**src/rtl/flash_loader.sv**
```systemverilog
// flash_loader: receives a length-prefixed little-endian byte image and writes it
// word by word to a flash responder over a select/ready handshake.
// Optional readback verification is enabled by defining FLASH_LOADER_READBACK_EN.
module flash_loader #(
   parameter int MAX_WORDS = 8192,
   parameter int TIMEOUT   = 255
) (
   input  logic        clk,
   input  logic        reset,
   input  logic        start,
   input  logic        in_valid,
   input  logic [7:0]  in_data,
   output logic        in_ready,
   output logic        mem_select,
   output logic [3:0]  mem_wstrb,
   output logic [16:0] mem_addr,
   output logic [31:0] mem_wdata,
   input  logic        mem_ready,
   input  logic [31:0] mem_rdata,
   output logic        busy,
   output logic        done,
   output logic        error,
   output logic [13:0] words_written
);

   localparam logic [3:0] S_IDLE    = 4'd0;
   localparam logic [3:0] S_HDR_LO  = 4'd1;
   localparam logic [3:0] S_HDR_HI  = 4'd2;
   localparam logic [3:0] S_COLLECT = 4'd3;
   localparam logic [3:0] S_WRITE   = 4'd4;
   localparam logic [3:0] S_RELEASE = 4'd5;
   localparam logic [3:0] S_DONE    = 4'd6;
   localparam logic [3:0] S_ERROR   = 4'd7;
`ifdef FLASH_LOADER_READBACK_EN
   localparam logic [3:0] S_READ    = 4'd8;
   localparam logic [3:0] S_CHECK   = 4'd9;
`endif

   // Timer must be able to hold the value TIMEOUT itself.
   localparam int             TW           = $clog2(TIMEOUT + 2);
   localparam logic [TW-1:0]  LP_TIMEOUT   = TW'(TIMEOUT);
   localparam logic [15:0]    LP_MAX_WORDS = 16'(MAX_WORDS);

   logic [3:0]    r_state;
   logic [15:0]   r_count_n;
   logic [1:0]    r_byte_idx;
   logic [31:0]   r_wdata;
   logic [16:0]   r_addr;
   logic [3:0]    r_wstrb;
   logic          r_select;
   logic [13:0]   r_words;
   logic [TW-1:0] r_timer;
   logic          r_done;
   logic          r_error;
`ifdef FLASH_LOADER_READBACK_EN
   logic [31:0]   r_rdata;
`else
   // Read data is only consumed by the readback checker.
   logic          w_unused_rdata;
   assign w_unused_rdata = ^mem_rdata;
`endif

   logic          w_in_ready;
   logic          w_busy;
   logic          w_accept;
   logic [15:0]   w_hdr_n;
   logic [13:0]   w_words_inc;
   logic          w_last;
   logic          w_timeout;

   assign w_accept    = in_valid && w_in_ready;
   assign w_hdr_n     = {in_data, r_count_n[7:0]};
   assign w_words_inc = r_words + 14'd1;
   assign w_last      = ({2'b00, w_words_inc} == r_count_n);
   assign w_timeout   = (r_timer == LP_TIMEOUT);

   // Byte acceptance and busy status decode directly from the state.
   always_comb begin
      w_in_ready = 1'b0;
      w_busy     = 1'b1;
      case (r_state)
         S_HDR_LO, S_HDR_HI, S_COLLECT: w_in_ready = 1'b1;
         S_IDLE, S_DONE, S_ERROR:       w_busy     = 1'b0;
         default:                       w_busy     = 1'b1;
      endcase
   end

   // Main load sequencer: header parse, word assembly, bus write and optional readback.
   always_ff @(posedge clk or posedge reset) begin
      if (reset) begin
         r_state    <= S_IDLE;
         r_count_n  <= 16'd0;
         r_byte_idx <= 2'd0;
         r_wdata    <= 32'd0;
         r_addr     <= 17'd0;
         r_wstrb    <= 4'd0;
         r_select   <= 1'b0;
         r_words    <= 14'd0;
         r_timer    <= '0;
         r_done     <= 1'b0;
         r_error    <= 1'b0;
`ifdef FLASH_LOADER_READBACK_EN
         r_rdata    <= 32'd0;
`endif
      end else begin
         case (r_state)
            S_IDLE, S_DONE, S_ERROR: begin
               if (start) begin
                  r_state <= S_HDR_LO;
                  r_done  <= 1'b0;
                  r_error <= 1'b0;
                  r_words <= 14'd0;
               end
            end
            S_HDR_LO: begin
               if (w_accept) begin
                  r_count_n[7:0] <= in_data;
                  r_state        <= S_HDR_HI;
               end
            end
            S_HDR_HI: begin
               if (w_accept) begin
                  r_count_n[15:8] <= in_data;
                  r_byte_idx      <= 2'd0;
                  if (w_hdr_n == 16'd0) begin
                     r_state <= S_DONE;
                     r_done  <= 1'b1;
                  end else if (w_hdr_n > LP_MAX_WORDS) begin
                     r_state <= S_ERROR;
                     r_error <= 1'b1;
                  end else begin
                     r_state <= S_COLLECT;
                  end
               end
            end
            S_COLLECT: begin
               if (w_accept) begin
                  r_wdata[{r_byte_idx, 3'b000} +: 8] <= in_data;
                  r_byte_idx <= r_byte_idx + 2'd1;
                  if (r_byte_idx == 2'd3) begin
                     r_state  <= S_WRITE;
                     r_select <= 1'b1;
                     r_wstrb  <= 4'b1111;
                     r_addr   <= {1'b0, r_words, 2'b00};
                     r_timer  <= '0;
                  end
               end
            end
            S_WRITE: begin
               if (mem_ready) begin
                  r_select <= 1'b0;
                  r_state  <= S_RELEASE;
               end else if (w_timeout) begin
                  r_select <= 1'b0;
                  r_error  <= 1'b1;
                  r_state  <= S_ERROR;
               end else begin
                  r_timer <= r_timer + TW'(1);
               end
            end
            S_RELEASE: begin
               // Wait out the responder's late ready before the next request.
               if (!mem_ready) begin
`ifdef FLASH_LOADER_READBACK_EN
                  r_state  <= S_READ;
                  r_select <= 1'b1;
                  r_wstrb  <= 4'b0000;
                  r_timer  <= '0;
`else
                  r_words <= w_words_inc;
                  if (w_last) begin
                     r_state <= S_DONE;
                     r_done  <= 1'b1;
                  end else begin
                     r_state <= S_COLLECT;
                  end
`endif
               end
            end
`ifdef FLASH_LOADER_READBACK_EN
            S_READ: begin
               if (mem_ready) begin
                  r_rdata  <= mem_rdata;
                  r_select <= 1'b0;
                  r_state  <= S_CHECK;
               end else if (w_timeout) begin
                  r_select <= 1'b0;
                  r_error  <= 1'b1;
                  r_state  <= S_ERROR;
               end else begin
                  r_timer <= r_timer + TW'(1);
               end
            end
            S_CHECK: begin
               // Doubles as the release phase of the read transaction.
               if (!mem_ready) begin
                  if (r_rdata != r_wdata) begin
                     r_state <= S_ERROR;
                     r_error <= 1'b1;
                  end else begin
                     r_words <= w_words_inc;
                     if (w_last) begin
                        r_state <= S_DONE;
                        r_done  <= 1'b1;
                     end else begin
                        r_state <= S_COLLECT;
                     end
                  end
               end
            end
`endif
            default: r_state <= S_IDLE;
         endcase
      end
   end

   assign in_ready      = w_in_ready;
   assign busy          = w_busy;
   assign done          = r_done;
   assign error         = r_error;
   assign mem_select    = r_select;
   assign mem_wstrb     = r_wstrb;
   assign mem_addr      = r_addr;
   assign mem_wdata     = r_wdata;
   assign words_written = r_words;

endmodule

```
**config.mk**
```make
export PLATFORM = sky130hd
export DESIGN_NAME = flash_loader
export DESIGN_NICKNAME = d
export VERILOG_FILES = /design/src/rtl/flash_loader.sv
export SDC_FILE = /design/constraint.sdc
export NUM_CORES = 1
export LEC_CHECK = 0
export CORE_MARGIN = 3
export CORE_UTILIZATION = 40
export CTS_CLUSTER_DIAMETER = 80
export CTS_CLUSTER_SIZE = 8
export DETAILED_ROUTE_END_ITERATION = 8
export PLACE_DENSITY = 0.7
export SLEW_MARGIN = 10
export SYNTH_ARGS = -nofsm -noshare
export SYNTH_HDL_FRONTEND = slang
export SYNTH_SLANG_ARGS = --single-unit
```
**constraint.sdc**
```tcl
create_clock -name clk -period 2.8 [get_ports clk]
set_input_delay 0.42 -clock clk [delete_from_list [all_inputs] [get_ports clk]]
set_output_delay 0.42 -clock clk [all_outputs]
set_load 0.1 [all_outputs]
```
; ---- After elaboration in Yosys (flattened, before gate mapping)
; Index checks and enable logic that the tools add are counted.
[op_classes]
n_lt_le_gt_ge = 1
add_sub_neg = 4
mux = 43
n_reduce_logical = 21
eq_ne = 24
shift = 2
[op_table]
columns = op, n
row1 = $mux 9, 4
row2 = $bwmux 32, 1
row3 = $mux 4, 8
row4 = $shift 8x7->32 const A, 1
row5 = $shiftx 8x7->32, 1
row6 = $mux 14, 2
row7 = $pmux 14 s2, 1
row8 = $ne 2x2->1 const B, 13
row9 = $pmux 4 s6, 1
row10 = $pmux 9 s2, 1
row11 = $eq 14x16->1, 1
row12 = $eq 4x3->1 const B, 4
row13 = $gt 16x14->1 const B, 1
row14 = $logic_not 16->1, 1
row15 = $mux 1, 16
row16 = $add 14x1->14 const B, 1
row17 = $reduce_and 7->1, 2
row18 = $add 9x1->9 const B, 1
row19 = $eq 9x8->1 const B, 1
row20 = $mux 3, 3
row21 = $reduce_and 3->1, 3
row22 = $eq 4x2->1 const B, 2
row23 = $neg 5->7, 1
row24 = $pmux 1 s3, 2
row25 = other kinds (16), 23
[word_totals]
in_bits = 45
reg_bits = 95
word_cells = 107

; ---- Longest topological paths before layout
; Gate-level depths: netlist (run 1).
[depth]
ltp_word = 6
mapped_depth = 9
depth_no_buf = 9

; ---- Least setup slack after synthesis (run 1)
; No wires, ideal clock.
[synth_path]
path_type = register to register
startpoint = register r_state[2]
endpoint = register r_done (netlist: done)
path_stages_with_launch = 7
path_slack_ps = -192
t_arrival_ps = 2896
synth_period_minus_slack_ps = 2992
setup_ps = 96
path_cell_list = dfrtp_1 -> clkbuf_1 -> nor3_1 -> a21oi_1 -> nand2b_1 -> o21ai_0 -> o31ai_1
[synth_via]
elab_chain_cells = 6
word_cells_on_any_way = 19
[synth_rtl]
columns = element, line_no
row1 = from (decl), 44  ; logic [3:0] r_state;
row2 = from (signal assigned), 91  ; r_state <= S_IDLE;
row3 = from (signal assigned), 109  ; r_state <= S_HDR_LO;
row4 = from (signal assigned), 118  ; r_state <= S_HDR_HI;
row5 = "$eq 4x2->1, or another cell as far along", 81  ; case (r_state)
row6 = $reduce_or 3->1, 81
row7 = $mux 1, 81
row8 = $logic_and 1x1->1, 71  ; assign w_accept = in_valid && w_in_ready;
row9 = $ne 2x2->1 (no source line), -
row10 = $reduce_and 6->1 (no source line), -
row11 = to (signal assigned), 100  ; r_done <= 1'b0;
row12 = to (signal assigned), 110  ; r_done <= 1'b0;
row13 = to (signal assigned), 127  ; r_done <= 1'b1;
row14 = to (decl), 53  ; logic r_done;
; Parallel ways exist; a longest one is shown, timed or not.
; A chain may end at the register's enable or synchronous reset.

; ---- Worst setup path after layout (run 1)
[layout_path]
startpoint = register r_state[1]
endpoint = output port in_ready
[layout_via]
elab_chain_cells = 3
word_cells_on_any_way = 5
[layout_rtl]
columns = element, line_no
row1 = $eq 4x2->1 / $eq 4x1->1 (equally long branches), 81
row2 = $reduce_or 3->1 (*), 81
row3 = $mux 1 (*), 81
row4 = to (decl), 13  ; output logic in_ready,
; Every way passes the cells marked *; elsewhere a longest branch is shown, timed or not.

==> results of run 1 <==
## metrics by stage
step	instance area [µm²]	worst slack (ns)	hold WS (ns)
finish	5910	0.592	0.418
global route	5910	0.459	0.456
CTS	5910	0.618	0.426
detailed placement	5600	0.414	0.465
global placement	5600	0.465	0.461
floorplan	4750	0.0928	0.466
## cells in the final DEF, fill, tap and decap left out, types with 3 or more instances in the layout
cell             Yosys  layout
a21oi_1              6       5
a22o_1               3       3
and2_1               4       4
and3_1               9       9
buf_4                6      89
clkbuf_16            0       9
clkbuf_8             0       5
clkdlybuf4s50_1      0      12
conb_1               1       3
dfrtp_1             94      94
ha_1                 9       9
inv_1                8       7
mux2_2              16      16
mux2i_1              4       4
nand2_1            137     137
nand2b_1             4       4
nand3_1              8       8
nand4_1              6       6
nor2_1              23      23
nor2b_1              4       4
nor3_1               7       7
nor3b_1              4       4
nor4_1               5       5
o21ai_0             65      65
o31ai_1             11      11
or3_1                3       3
xnor2_1             13      13
xor2_1              10      10
## sequential cells by signal (all words and copies together) (netlist names)
name / count
mem_select: 1
mem_wstrb: 1
mem_wdata: 32
r_state: 3
r_byte_idx: 2
mem_addr: 14
r_timer: 9
error: 1
done: 1
words_written: 14
r_count_n: 16
## worst max-delay path: cells and delay by family (launching register included)
kind,cells,cell delay (ns)
flops,1,0.65
compound gates,1,0.21
buf+inv,2,0.59
## path summary, 6_finish.rpt
check                                   startpoint                        end  slack [ns]  depth (start not counted)
max                         r_state[1]$_DFFE_PP0P_                   in_ready        0.59                          3
min                                          reset  r_count_n[13]$_DFFE_PP0P_        0.42                          2
max reg2reg                 r_timer[0]$_DFFE_PP0P_     r_timer[5]$_DFFE_PP0P_        0.65                          8
min reg2reg                mem_addr[9]$_DFFE_PP0P_    mem_addr[9]$_DFFE_PP0P_        0.48                          2
max in group asynchronous                    reset    mem_addr[2]$_DFFE_PP0P_        1.72                          3
min in group clk           mem_addr[9]$_DFFE_PP0P_    mem_addr[9]$_DFFE_PP0P_        0.48                          2
## layout make-up
cell class	count	area share, %
Tap cell	143	3.03
Multi-Input combinational cell	385	37.7
Inverter	9	0.635
Timing Repair Buffer	102	13.7
Clock inverter	2	0.212
Clock buffer	14	4.98
Sequential cell	94	39.8
## power groups by stage
stage	logic [mW]	registers, mW	clock network (mW)
floorplan	1.41	2.95	0
detailed placement	3.04	2.02	0
global route	3.25	2.04	1.30
CTS	3.05	2.00	1.25
finish	3.04	2.00	1.22
global placement	2.99	2.01	0
## per-layer routing
layer  global-route usage [%]  up-vias  wire length (µm)
li1                         -     1937                 -
met1                     24.0     1921              5220
met2                     30.1      104              5650
met3                     3.63       11               603
met4                     5.56        0               163
met5                        0        -                 0
## cell families (layout without fill, tap and decap cells)
group,Yosys count,count (layout)
DFF,94,94
adders and majority gates,9,9
and+or+nand+nor,222,222
xor gates and xnor gates,23,23
other,1,3
AOI/OAI and AO/OA,108,108
muxes,20,20
buffers and inverters,36,127
==> metrics.yaml, run 1 <==
grt_pass1_wl_um: 19100
synth_xor_area_share_pct: 4.26
outcome: "complete, no violations"
cts_max_level: 3
netSwitchingPower_mw: 3.00
insertion_delay_ns: 0.33
n_antenna_cell: 0
drt_iter0_drc: 231
synth_top_area_share_pct: 49.7
synth_area_per_cell_um2: 9.22
synth.top_cells.by_area: "dfrtp_1 50%, nand2_1 11%, o21ai_0 6.9%, mux2_2 3.8%, xnor2_1 2.4%"
comb_power_share_pct: 48.6
swShare_pct: 48.0
boundaryPins: 117
synth.most_common_cell: "nand2_1"
area_growth_pct: 24.9
synth.yosys.seq_area_share_pct: 49.7
finalCritPeriodShare_pct: 78.9
postLayoutCoreUtil_pct: 51.5
route.detailed.drc: 0
yosys_warnings: 0
gp_routability_congestion: 0.863
worstPathRequired_ns: 2.38
netlist_top_cells_count: "137 x nand2_1, 94 x dfrtp_1, 65 x o21ai_0, 23 x nor2_1"
first_pass_iters: 4
power.internal_mw: 3.26
finalSetupViolations: 0
synth_top_family_by_area: "simple AND/OR/NAND/NOR gates"
cts_sinks: 94
grt_pass1_vias: 3870
rsz0062_at_grt: "false"
final.setup_skew_ns: 0.00511
ir_worst_vdd_uv: 844
synth_simple_gate_area_share_pct: 21.4
ys_seq_elements: 94
path_clk_slew_ns: 0.06
wl_per_cell_um: 15.5
overflow: 0
mappedNetlistArea_um2: 4730
layout.nets: 655
rows: 39
cp.arrival_ns: 1.79
cts_tree: "built"
antenna_left: 0
p_clk_share_pct: 19.5
total_power_mw: 6.26
max_freq_ghz: 0.453
postCtsSetupBuffers: 0
core_area_um2: 11500
numCtsBuffers: 9
crit_chain: "inv_1 > a21oi_1 > buf_4"
clock_path_buffers: 2
worst_pin_slew_ns: 0.616
critPathMaxFanout: 14
grt_start_max_net_pins: 53
fill_cells: 1035
initial_core_util_pct: 41.3
tns_ns: 0
async_flop_share_pct: 100
synth_cells: 513
synth_cell_types: 54
synth_ff_type: "dfrtp_1"
cp-start-kind: "register"
drive_gt1_share_pct: 21.9
p_leak_nw: 2.75
slew_violations: 0
synthMuxAreaShare_pct: 4.65
p_seq_share_pct: 31.9
crit_slowest_cell: "dfrtp_1"
hp-class: "input pin to async pin"
cpPeakStageDelay_ns: 0.65
postCtsResizedCells: 0
fp.dieW_um: 115
die_y_um: 115
via_count: 3973
critPathKind: "register to primary output"
dp.final_hpwl_um: 8420
synthAdderAreaFrac_pct: 2.38
synth_edf_count: 0
die-area_um2: 13200
viasPerCell: 5.30
period_needed_ns: 2.21
post-place-cells: 733
multi_input_area_um2: 2230
drv_cap: 0
synth_compound_area_share_pct: 14.1
seq_area_um2: 2350
cts_root_buf: "clkbuf_16"
hold_viol_final: 0
crit_path_end_kind: "primary output"
synth_top_area_cell: "dfrtp_1"
relSlewSlack_pct: 58.8
drt_wl_total_um: 11600
p_per_area_nw_per_um2: 1060
port_buffers: 81
ctsHoldBuffers: 0
fin_cells: 749
antenna_found_initial: 0
grt_use_total_pct: 18.1
(Power assumes the default switching activity.)
==> run 2: changes to the inputs <==
==> constraint.sdc (replaced) <==
create_clock -name clk -period 2 [get_ports clk]
set_input_delay 0.3 -clock clk [delete_from_list [all_inputs] [get_ports clk]]
set_output_delay 0.3 -clock clk [all_outputs]
set_load 0.1 [all_outputs]
==> metrics.yaml, run 2 (synthesis gave the netlist of run 1 again) <==
outcome: "complete, no violations"
final.setup_skew_ns: 0.0101
n_antenna_cell: 0
r2r-end: "r_state[0]$_DFFE_PP0P_"
route.detailed.drc: 0
area_growth_pct: 36.8
final_common_cell: "nand2_1"
final_cell_mix: "136 x nand2_1, 128 x buf_4, 80 x dfrtp_1"
rsz0062_at_grt: "true"
rows: 39
die-area_um2: 13200
worst_pin_slew_ns: 0.594
p_per_area_nw_per_um2: 1430
finalCritPeriodShare_pct: 98.1
antenna_left: 0
cts_root_buf: "clkbuf_16"
worstPathRequired_ns: 2.28
crit_slowest_cell: "dfrtp_1"
max_freq_ghz: 0.510
first_pass_iters: 5
post-place-cells: 766
comb_power_share_pct: 51.0
dp.final_hpwl_um: 9070
core_area_um2: 11500
wl_per_cell_um: 16.3
p_clk_share_pct: 18.9
slew_violations: 0
overflow: 0
relSlewSlack_pct: 60.3
port_buffers: 81
drt_iter0_drc: 271
ctsHoldBuffers: 0
gp_routability_congestion: 0.867
ff2ff_path_depth: 10
postLayoutCoreUtil_pct: 56.4
period_needed_ns: 1.96
die_y_um: 115
grt_start_max_net_pins: 35
numCtsBuffers: 9
grt_pass1_wl_um: 21100
largest_reg_flops: 32
grt_pass1_vias: 4170
clock_path_buffers: 2
p_leak_nw: 2.98
p_seq_share_pct: 30.1
netSwitchingPower_mw: 4.43
cpPeakStageDelay_ns: 0.37
tns_ns: 0
cp-start-kind: "register"
power.internal_mw: 4.84
multi_input_area_um2: 2400
initial_core_util_pct: 41.3
drt_wl_total_um: 12900
cts_max_level: 3
path_clk_slew_ns: 0.07
swShare_pct: 47.8
insertion_delay_ns: 0.35
ir_worst_vdd_uv: 1420
dp_slack_ns: -0.250
hp-class: "input pin to async pin"
antenna_found_initial: 0
critPathKind: "register to register"
fin_ws_ns: 0.0378
drive_gt1_share_pct: 32.5
crit_path_start: "r_timer[5]$_DFFE_PP0P_"
seq_area_um2: 2370
via_count: 4220
fill_cells: 995
fp.dieW_um: 115
finalSetupViolations: 0
rrSetupSlack_ns: 0.04
fin_cells: 792
cts_sinks: 94
viasPerCell: 5.33
drv_cap: 0
cts_tree: "built"
crit_path_end_kind: "register"
cp-endpoint: "r_state[0]$_DFFE_PP0P_"
cp.arrival_ns: 2.25
layout.nets: 698
rr_startpoint: "r_timer[5]$_DFFE_PP0P_"
grt_use_total_pct: 20.2
boundaryPins: 117
hold_viol_final: 0
critPathMaxFanout: 3
crit_chain: "and3_4 > nand2_2 > nor2_4 > ha_4 > nor4_4 > buf_4 > a221oi_4 > o31ai_4 > mux2i_1 > o31a_1"
==> run 2: worst min-delay path by stage <==
stage                                  start                           end  cells past startpoint
detailed placement   mem_addr[6]$_DFFE_PP0P_       mem_addr[6]$_DFFE_PP0P_                      2
finish                                 reset  words_written[6]$_DFFE_PP0P_                      2
global placement    mem_addr[10]$_DFFE_PP0P_      mem_addr[10]$_DFFE_PP0P_                      2
global route                           reset  words_written[4]$_DFFE_PP0P_                      2
floorplan                         in_data[2]      r_count_n[2]$_DFFE_PP0P_                      2
CTS                                    reset  words_written[6]$_DFFE_PP0P_                      2
==> run 2: critical path: cells and delay by family (launching register included) <==
kind                     cells  cell delay, ns
AO/OA/AOI/OAI                3            0.55
adder cells (fa/ha/maj)      1            0.16
buffers and inverters        1            0.15
flip-flops                   1            0.37
multiplexers                 1            0.20
AND/OR/NAND/NOR              4            0.46
==> run 2: power by group through the flow <==
stage | Sequential [mW] | Combinational [mW] | Clock [mW]
finish | 2.79 | 4.73 | 1.75
global route | 2.86 | 5.01 | 1.87
CTS | 2.78 | 4.70 | 1.79
detailed placement | 2.80 | 4.54 | 0
global placement | 2.78 | 4.46 | 0
floorplan | 4.13 | 2.01 | 0
==> run 2: stage by stage <==
| step | cell area (µm²) | power (mW) | hold slack [ns] |
|---|---|---|---|
| finish | 6470 | 9.27 | 0.374 |
| global placement | 5950 | 7.24 | 0.459 |
| detailed placement | 5950 | 7.35 | 0.465 |
| CTS | 6370 | 9.27 | 0.387 |
| floorplan | 4800 | 6.15 | 0.417 |
| global route | 6470 | 9.74 | 0.412 |
==> run 2: layer usage <==
layer  wire, µm  share of wire (%)  global-route usage, %  vias to the layer above
li1           -                  -                      -                     2026
met3        909                7.0                   6.95                       15
met4        102               0.79                   4.07                        0
met5          0                  0                      0                        -
met1       5610                 44                   26.3                     2043
met2       6270                 49                   33.2                      136
==> run 2: layout make-up <==
type | instances | share of cell area [%]
inverters | 9 | 0.580
clock inverters | 5 | 0.890
well taps | 143 | 2.77
flip-flops and latches | 94 | 36.6
clock buffers | 11 | 3.75
repair buffers | 145 | 18.3
multi-input cells | 385 | 37.1
==> run 2: what timing repair did <==
item,CTS,global route
cloned,0,0
endpoints found under the setup margin,6,9
pin swaps,10,9
resized for setup,10,20
setup buffers,9,2
